<file path="src/rtl/func_sweep_ctrl.sv">
// func_sweep_ctrl: drives rows 0..15 of the shared {w,x,y,z} bus into the
// truth-table function blocks, waits SETTLE_CYCLES per row, samples f_in
// and streams each row out over a valid/ready handshake while building a
// 16-bit rotate-XOR signature of the whole sweep.
//
// Ports:
//   clk, rst_n      clock, asynchronous active-low reset
//   start, abort    begin sweep (IDLE only) / cancel sweep in progress
//   wxyz            row driven to the function blocks (w=bit3 .. z=bit0)
//   f_in            function outputs, bit k = fk
//   row_valid/ready handshake for row_idx / row_data
//   busy, done      not-IDLE flag, one-cycle pulse after row 15 accepted
//   signature       sweep signature, held until the next start
//
// Optional feature macro: SWEEP_CHECK_EN adds exp_in (golden row value from
// an external ROM) and mism_cnt (count of accepted rows that differ).
module func_sweep_ctrl #(
    parameter int SETTLE_CYCLES = 2,
    parameter int NUM_F         = 10
) (
    input  logic             clk,
    input  logic             rst_n,
    input  logic             start,
    input  logic             abort,
    output logic [3:0]       wxyz,
    input  logic [NUM_F-1:0] f_in,
    output logic             row_valid,
    input  logic             row_ready,
    output logic [3:0]       row_idx,
    output logic [NUM_F-1:0] row_data,
    output logic             busy,
    output logic             done,
    output logic [15:0]      signature
`ifdef SWEEP_CHECK_EN
    ,
    input  logic [NUM_F-1:0] exp_in,
    output logic [4:0]       mism_cnt
`endif
);

    typedef enum logic [1:0] {
        ST_IDLE   = 2'd0,
        ST_SETTLE = 2'd1,
        ST_WAIT   = 2'd2
    } state_t;

    // Counter is loaded with SETTLE_CYCLES-1 so the capture happens on the
    // last settle cycle, giving exactly SETTLE_CYCLES cycles in SETTLE.
    localparam logic [3:0] LP_CNT_LAST = 4'(SETTLE_CYCLES - 1);

    state_t           r_state;
    logic [3:0]       r_row;
    logic [3:0]       r_cnt;
    logic [3:0]       r_wxyz;
    logic             r_valid;
    logic [3:0]       r_row_idx;
    logic [NUM_F-1:0] r_row_data;
    logic             r_busy;
    logic             r_done;
    logic [15:0]      r_sig;

    logic             w_hs;
    logic [15:0]      w_sig_next;

    assign w_hs       = r_valid & row_ready;
    assign w_sig_next = {r_sig[14:0], r_sig[15]} ^ 16'(r_row_data);

`ifdef SWEEP_CHECK_EN
    logic [4:0] r_mism;
    logic       w_mism_hit;

    assign w_mism_hit = (r_row_data != exp_in);
    assign mism_cnt   = r_mism;

    always_ff @(posedge clk or negedge rst_n) begin
        if (!rst_n) begin
            r_mism <= 5'd0;
        end else if (r_state == ST_IDLE) begin
            if (start && !abort) begin
                r_mism <= 5'd0;
            end
        end else if (r_state == ST_WAIT && !abort && w_hs && w_mism_hit) begin
            r_mism <= r_mism + 5'd1;
        end
    end
`endif

    always_ff @(posedge clk or negedge rst_n) begin
        if (!rst_n) begin
            r_state    <= ST_IDLE;
            r_row      <= 4'd0;
            r_cnt      <= 4'd0;
            r_wxyz     <= 4'd0;
            r_valid    <= 1'b0;
            r_row_idx  <= 4'd0;
            r_row_data <= '0;
            r_busy     <= 1'b0;
            r_done     <= 1'b0;
            r_sig      <= 16'd0;
        end else begin
            r_done <= 1'b0;
            unique case (r_state)
                ST_IDLE: begin
                    r_wxyz <= 4'd0;
                    if (start && !abort) begin
                        r_row   <= 4'd0;
                        r_sig   <= 16'd0;
                        r_cnt   <= LP_CNT_LAST;
                        r_busy  <= 1'b1;
                        r_state <= ST_SETTLE;
                    end
                end
                ST_SETTLE: begin
                    if (abort) begin
                        r_state <= ST_IDLE;
                        r_valid <= 1'b0;
                        r_busy  <= 1'b0;
                        r_wxyz  <= 4'd0;
                    end else if (r_cnt == 4'd0) begin
                        r_row_data <= f_in;
                        r_row_idx  <= r_row;
                        r_valid    <= 1'b1;
                        r_state    <= ST_WAIT;
                    end else begin
                        r_cnt <= r_cnt - 4'd1;
                    end
                end
                ST_WAIT: begin
                    // abort wins over a same-cycle handshake; the row is
                    // then not folded into the signature.
                    if (abort) begin
                        r_state <= ST_IDLE;
                        r_valid <= 1'b0;
                        r_busy  <= 1'b0;
                        r_wxyz  <= 4'd0;
                    end else if (w_hs) begin
                        r_sig   <= w_sig_next;
                        r_valid <= 1'b0;
                        if (r_row == 4'd15) begin
                            r_done  <= 1'b1;
                            r_busy  <= 1'b0;
                            r_wxyz  <= 4'd0;
                            r_state <= ST_IDLE;
                        end else begin
                            r_row   <= r_row + 4'd1;
                            r_wxyz  <= r_row + 4'd1;
                            r_cnt   <= LP_CNT_LAST;
                            r_state <= ST_SETTLE;
                        end
                    end
                end
                default: begin
                    r_state <= ST_IDLE;
                    r_valid <= 1'b0;
                    r_busy  <= 1'b0;
                    r_wxyz  <= 4'd0;
                end
            endcase
        end
    end

    assign wxyz      = r_wxyz;
    assign row_valid = r_valid;
    assign row_idx   = r_row_idx;
    assign row_data  = r_row_data;
    assign busy      = r_busy;
    assign done      = r_done;
    assign signature = r_sig;

endmodule

</file>
<file path="config.mk">
export PLATFORM = sky130hd
export DESIGN_NAME = func_sweep_ctrl
export DESIGN_NICKNAME = d
export VERILOG_FILES = /design/src/rtl/func_sweep_ctrl.sv
export SDC_FILE = /design/constraint.sdc
export NUM_CORES = 1
export LEC_CHECK = 0
export CORE_MARGIN = 5
export CORE_UTILIZATION = 66
export CTS_BUF_LIST = sky130_fd_sc_hd__clkbuf_16
export DETAILED_ROUTE_END_ITERATION = 16
export DONT_BUFFER_PORTS = 1
export HOLD_SLACK_MARGIN = 0.03
export PLACE_DENSITY = 0.79
export SKIP_CTS_REPAIR_TIMING = 1
export SYNTH_ARGS = -nofsm -noshare
export SYNTH_HDL_FRONTEND = slang
export SYNTH_SLANG_ARGS = --single-unit
export TNS_END_PERCENT = 20
</file>
<file path="constraint.sdc">
create_clock -name clk -period 3.7 [get_ports clk]
set_clock_uncertainty 0.15 [all_clocks]
set_input_delay 0.37 -clock clk [delete_from_list [all_inputs] [get_ports clk]]
set_output_delay 0.37 -clock clk [all_outputs]
set_load 0.005 [all_outputs]
</file>
==> results.rst, run 1 <==
.. list-table::
   :header-rows: 1

   * - Metric
     - Value
   * - Outcome
     - finished, final reports clean
   * - Total count of hold-check failures in the final report
     - 0
   * - Clock tree from TritonCTS
     - built
   * - Antenna Diode Count
     - 0
   * - Die outline height
     - roughly 67 um
   * - DIE AREA
     - between 4000 and 5000 sq um
   * - Highest net fanout along the worst path
     - 17
   * - Detailed-placement wirelength estimate
     - roughly 2900 um
   * - Number of filler instances in the final layout
     - approximately 210
   * - Share of post-route cells with drive strength above 1
     - around 15%
   * - Capturing point of the worst reg2reg path
     - r_cnt[1]
   * - Number of global-route vias before repair
     - 1,495
   * - Tightest slew margin relative to the limit
     - approximately 40%
   * - Number of setup violations in the final report
     - 0
   * - Setup repair after global routing missed its margin
     - no
   * - Required time of the worst setup path
     - between 3000 and 4000 ps
   * - Area of the multi-input gates
     - roughly 870 sq um
   * - R2R depth
     - 4
   * - Global-route wire length before repair
     - ~7000 um
   * - Worst setup endpoint
     - r_cnt[1]
   * - Number of sinks driven by the clock tree
     - 47
   * - Most common cell after layout, fill and taps aside
     - dfrtp_1
   * - I/O pin total
     - 52
   * - Net count, final
     - between 200 and 250
   * - Pre-antenna DRT Iters
     - 4
   * - Final critical delay including setup and external delays
     - 2220 ps
   * - Share of the yosys chip area belonging to registers
     - between 50 and 60%
   * - Reg2Reg Launch Point
     - r_state[0]
   * - Final period utilization
     - roughly 60%
   * - Endpoint arrival time on the critical path
     - approximately 2200 ps
   * - Overall routed net length
     - roughly 4300 um
   * - Kind of launch point of the worst setup path
     - register
   * - Combined flip-flop and latch cell area
     - around 1200 sq um
   * - Standard cell with the maximum stage delay on the critical path
     - nand2b_1
   * - Routability congestion estimate from global placement
     - between 0.7 and 0.8
   * - Pin count of the biggest net entering global routing
     - 48
   * - Setup TNS
     - 0 ps
   * - Number of rows in the core area
     - 20
   * - Iteration-0 DRC count of the detailed router
     - 118
   * - Cell class contributing the biggest share of worst-path delay
     - simple AND/OR/NAND/NOR gates
   * - Buffer depth of the longest clock path
     - 2
   * - Yosys Warn Count
     - 0
   * - Clock Latency Late Sink
     - approximately 280 ps
   * - Clock transition at the registers of the reported paths
     - about 60 ps
   * - Critical Setup Path Class
     - register to register
   * - Die span in x
     - 66.6 um
   * - Reg2Reg Setup Slack
     - between 1000 and 1500 ps
   * - Power Density
     - about 710 nW/um^2
   * - Critical Path End Type
     - register
   * - Commonest cells after routing, fill and taps aside
     - dfrtp_1, nand2_1, mux2_2
   * - Sum of buffers and inverters on the critical path
     - 0
   * - Post-synthesis cell area
     - approximately 2100 sq um
   * - DP Worst Slack
     - 1530 ps
   * - Worst stage delay on the critical path
     - between 600 and 700 ps
   * - Total routing resource utilization after global routing
     - roughly a fifth
   * - Initial core utilization
     - 69.3%
   * - Number of maximum-capacitance constraint violations
     - 0
   * - Antenna violation net count after detailed routing
     - 0
   * - Overflow left after global routing
     - 0
   * - Maximum frequency from static timing analysis
     - 451 MHz
   * - Routed via count
     - ~1,400
   * - Layout overhead on the synthesized area
     - 10.7%
   * - Worst setup slack after layout
     - between 1000 and 1500 ps
   * - Post-Synthesis Net Count
     - just under 200
   * - Avg Cell Area, Syn
     - 11.7 sq um
   * - Worst Tran Pin Value
     - approximately 900 ps
   * - Port buffer count
     - 0
   * - Drt via density
     - between 6 and 7
   * - Critical Path Start
     - r_state[0]
   * - Count of final max-slew check failures
     - 0
   * - Worst min-delay path class
     - primary input to register
   * - Library cell used as clock root buffer
     - clkbuf_16
   * - Synthesis-stage register bit count
     - 47
   * - Reported leakage power
     - between 1 and 1.5 nW
   * - Distinct cells, synth
     - 37
   * - Post-DR wirelength/cell
     - 19.0 um
   * - Number of standard cells after synthesis
     - about 180
   * - # H-tree levels
     - 2
   * - Cell breakdown of the critical path
     - nand2b_1 > nor3_4 > a221oi_4 > mux2_4
   * - Worst hold slack across all endpoints
     - approximately 90 ps
   * - Initial antenna violation count
     - 0
   * - Instance count on the critical path
     - 4
   * - Total core area
     - 3050 sq um
   * - DRC
     - 0
   * - Max IR drop VDD
     - approximately 0.36 mV
   * - Clock buffer count from CTS
     - 5
[layout make-up]
type / instances / area share [%]
Inverter: 7 / 1.12
Sequential cell: 47 / 50.2
Clock inverter: 3 / 1.66
Tap cell: 44 / 2.35
Clock buffer: 5 / 5.34
Timing Repair Buffer: 3 / 2.03
Multi-Input combinational cell: 119 / 37.3
[stage by stage]
stage | instance area, sq um | total power [mW] | utilization (%) | cells
3_5_place_dp | 2130 | 1.15 | 69.8 | 217
5_1_grt | 2340 | 1.76 | 76.7 | 228
6_report | 2340 | 1.66 | 76.7 | 228
3_3_place_gp | 2130 | 1.12 | 69.8 | 217
2_1_floorplan | 2120 | 1.06 | - | 181
4_1_cts | 2290 | 1.65 | 75.2 | 225
[layer usage]
| layer | GRT usage, % | share of wire (%) |
|---|---|---|
| met5 | 0 | 0 |
| met1 | 24.4 | 39 |
| met3 | 6.07 | 6.5 |
| met2 | 36.8 | 51 |
| met4 | 7.87 | 3.0 |
[report_power, final]
part,internal (mW),switching [mW],total [mW]
combinational,0.190,0.191,0.381
sequential,0.637,0.146,0.783
clock,0.315,0.177,0.491
total,1.14,0.514,1.66
[cells in the mapped netlist, drive strengths merged]
library cell / instances / share of area, %
a211o: 2 / 0.83
a21o: 1 / 0.35
a21oi: 3 / 0.71
a221oi: 1 / 1.2
a22o: 7 / 2.9
a2bb2oi: 1 / 0.41
and2: 3 / 0.89
and3: 1 / 0.30
buf: 6 / 1.5
clkbuf: 2 / 0.35
dfrtp: 47 / 56
ha: 3 / 1.8
inv: 7 / 1.2
mux2: 15 / 8.2
nand2: 20 / 3.7
nand2b: 3 / 1.0
nand3: 7 / 1.7
nand3b: 1 / 0.35
nor2: 5 / 0.89
nor2b: 1 / 0.30
nor3: 5 / 1.7
nor3b: 3 / 1.1
nor4: 1 / 0.30
o211ai: 1 / 0.35
o21ai: 8 / 2.1
o22a: 1 / 0.41
o2bb2ai: 1 / 0.41
o31ai: 11 / 3.9
or3: 1 / 0.30
or4: 1 / 0.35
xnor2: 12 / 5.0
[registers in the layout (all words and copies together), names as in the netlist]
name and cells:
row_data 10, r_cnt 4, r_state 2, row_valid 1, row_idx 4, signature 16
wxyz 4, busy 1, r_row 4, done 1
[kinds of logic after synthesis]
| group | count (synthesis) | synth area share [%] |
|---|---|---|
| and+or+nand+nor | 52 | 12.8 |
| DFF | 47 | 55.6 |
| AOI/OAI and AO/OA | 37 | 13.6 |
| buffers and inverters | 15 | 3.13 |
| muxes | 15 | 8.16 |
| xor gates and xnor gates | 12 | 4.97 |
| adders and majority gates | 3 | 1.77 |
[worst min-delay path by stage]
stage	startpoint	end	slack (ps)	cells past startpoint
2_1_floorplan	rst_n	busy	-80	0
3_5_place_dp	rst_n	r_cnt[0]	-70	0
5_1_grt	f_in[1]	row_data[1]	80	1
4_1_cts	rst_n	r_cnt[1]	-380	0
3_3_place_gp	rst_n	r_cnt[0]	-70	0
6_report	f_in[0]	row_data[0]	90	1
Power figures use the tool's default switching activity.
==> run 2, diff against run 1 <==
CORE_UTILIZATION = 62   (was 66)
PLACE_DENSITY = 0.75   (was 0.79)
clock period = 2.13 ns   (was 3.7 ns; I/O delays follow)
==> run 2 against run 1 <==
Flip-flop and latch count unchanged. Total power increased by 70%. First-iteration DRC count decreased by 3.4%. Sequential power increased by 74%. Clock power increased by 51%. Cell count increased by 7.9%. Critical path depth increased by 2. Die area increased by 5.5%. Critical path type unchanged. Largest cell class unchanged.
==> results.rst, run 2 (synthesis results as in run 1) <==
.. list-table::
   :header-rows: 1

   * - Metric
     - Value
   * - Clock buffer count from CTS
     - 5 (unchanged)
   * - Number of setup violations in the final report
     - 0 (unchanged)
   * - Overall routed net length
     - 4740 um (+9.5%)
   * - Total routing resource utilization after global routing
     - 19.7% (-1.3 points)
   * - Routed via count
     - 1,478 (+3.1%)
   * - DIE AREA
     - 4680 sq um (+5.5%)
   * - R2R depth
     - 6 (+2)
   * - Buffer depth of the longest clock path
     - 2 (unchanged)
   * - Total power draw
     - 2.82 mW (+70%)
   * - Endpoint arrival time on the critical path
     - 1990 ps (-240 ps)
   * - Detailed-placement wirelength estimate
     - 3000 um (+3.3%)
   * - Worst stage delay on the critical path
     - 410 ps (-200 ps)
   * - Non-Filler Instances
     - 246 (+7.9%)
   * - Antenna Diode Count
     - 0 (unchanged)
   * - Reg2Reg Setup Slack
     - 150 ps (-1330 ps)
   * - Net count, final
     - 217 (+8.0%)
   * - Most common cell after layout, fill and taps aside
     - dfrtp_1
   * - Drt via density
     - 6.01 (-4.4%)
   * - Initial antenna violation count
     - 0 (unchanged)
   * - Final critical delay including setup and external delays
     - 1980 ps (-240 ps)
   * - Number of maximum-capacitance constraint violations
     - 0 (unchanged)
   * - Worst min-delay path endpoint
     - wxyz[2]
   * - Clock transition at the registers of the reported paths
     - 60 ps (about the same)
   * - Routability congestion estimate from global placement
     - 0.783 (-1.3%)
   * - Number of global-route vias before repair
     - 1,445 (-3.3%)
   * - Power Density
     - 1140 nW/um^2 (+61%)
   * - Maximum frequency from static timing analysis
     - 506 MHz (+12%)
   * - Overflow left after global routing
     - 0 (unchanged)
   * - I/O pin total
     - 52 (unchanged)
   * - Library cell used as clock root buffer
     - clkbuf_16
   * - Final Util
     - 74.8% (-2.0 points)
   * - Capturing point of the worst reg2reg path
     - r_cnt[1]
   * - Die span in x
     - 68.4 um (+2.7%)
   * - Clock tree from TritonCTS
     - built
   * - Pin count of the biggest net entering global routing
     - 48 (unchanged)
   * - Global-route wire length before repair
     - 6760 um (-3.6%)
   * - Critical Path End Type
     - register
   * - Setup repair after global routing missed its margin
     - no
   * - Number of flip-flops in the largest register
     - 16 (unchanged)
   * - Placed cell area
     - 2170 sq um (+1.9%)
   * - Post-DR wirelength/cell
     - 19.3 um (+1.5%)
   * - Hold depth
     - 3 (+2)
   * - Count of final max-slew check failures
     - 0 (unchanged)
   * - Reg2Reg Launch Point
     - r_cnt[0]
   * - Share of post-route cells with drive strength above 1
     - 17.0% (+1.8 points)
   * - Highest net fanout along the worst path
     - 5 (-12)
   * - Total core area
     - 3310 sq um (+8.4%)
   * - Cell breakdown of the critical path
     - inv_1 > ha_1 > nor3b_2 > nor3_1 > a221oi_4 > mux2_4
   * - Sum of buffers and inverters on the critical path
     - 1 (+1)
   * - Setup TNS
     - 0 ps (unchanged)
   * - Total count of hold-check failures in the final report
     - 0 (unchanged)
   * - Number of rows in the core area
     - 21 (+5.0%)
   * - Worst hold slack across all endpoints
     - 15.1 ps (-73.4 ps)
   * - Commonest cells after routing, fill and taps aside
     - dfrtp_1, nand2_1, mux2_2
   * - Critical Path Start
     - r_cnt[0]
   * - Initial core utilization
     - 63.9% (-5.4 points)
   * - Reported leakage power
     - 1.12 nW (+5.9%)
   * - Pre-antenna DRT Iters
     - 4 (unchanged)
   * - DP Worst Slack
     - 43.4 ps (-1480 ps)
   * - # H-tree levels
     - 2 (unchanged)
   * - Worst setup slack after layout
     - 153 ps (-1330 ps)
   * - Iteration-0 DRC count of the detailed router
     - 114 (-3.4%)
   * - Kind of launch point of the worst setup path
     - register
   * - Port buffer count
     - 0 (unchanged)
   * - Max IR drop VDD
     - 0.594 mV (+66%)
   * - Number of sinks driven by the clock tree
     - 47 (unchanged)
   * - Antenna violation net count after detailed routing
     - 0 (unchanged)
   * - Design Area, Final
     - 2470 sq um (+5.7%)
   * - Clock Latency Late Sink
     - 280 ps (about the same)
   * - Critical Setup Path Class
     - register to register
   * - Worst min-delay path class
     - primary input to register
   * - Layout overhead on the synthesized area
     - 17.0%
   * - DRC
     - 0 (unchanged)
   * - Worst hold path startpoint
     - abort
   * - Die outline height
     - 68.4 um (+2.7%)
   * - Worst Tran Pin Value
     - 418 ps (-479 ps)
   * - Standard cell with the maximum stage delay on the critical path
     - dfrtp_1
   * - Placed cell count
     - 224 (+3.2%)
   * - Tightest slew margin relative to the limit
     - 72.1% (+32 points)
   * - Cell class contributing the biggest share of worst-path delay
     - flip-flops
   * - Outcome
     - finished, final reports clean
   * - Final period utilization
     - 92.8% (+33 points)
   * - Required time of the worst setup path
     - 2140 ps (-1580 ps)
==> run 2: cell count changes in the layout (fill, tap and decap cells not counted), sizes merged <==
cell         delta
clkinvlp        +1
dlygate4sd3    +11
inv             +1
clkinv          -1
buf             +5
bufinv          -1
==> run 2: worst max path at each step <==
stage	depth (start not counted)	end	slack, ps
2_1_floorplan	6	r_cnt[1]	270
3_3_place_gp	6	r_cnt[1]	240
3_5_place_dp	6	r_cnt[1]	40
4_1_cts	6	r_cnt[1]	30
5_1_grt	6	r_cnt[1]	60
6_report	6	r_cnt[1]	150
==> run 2: worst reg2reg max path, cell delays in order (launching register included) <==
cell      delay, ps
dfrtp_1         410
inv_1           100
ha_1            160
nor3b_2         270
nor3_1          130
a221oi_4        300
mux2_4          340
==> run 2: area by class of cell <==
class	instances	area [sq um]
clock buffer	5	125
clock inverter	3	16.3
fill	218	836
inverter	7	26.3
multi-input combinational	119	878
sequential	47	1180
tap	46	57.6
timing repair buffer	19	195
==> run 2: routing by layer <==
metal  share of wire [%]  up-vias  global-route usage [%]
met5                   0        -                       0
met4                 1.7        0                    8.19
met1                  41      735                    24.4
li1                    -      681                       -
met2                  48       54                    31.1
met3                 8.7        8                    7.22
==> run 2: where the power goes <==
group / internal, mW / switching (mW)
clock: 0.428 / 0.313
sequential: 1.11 / 0.255
combinational: 0.363 / 0.357
total: 1.90 / 0.926
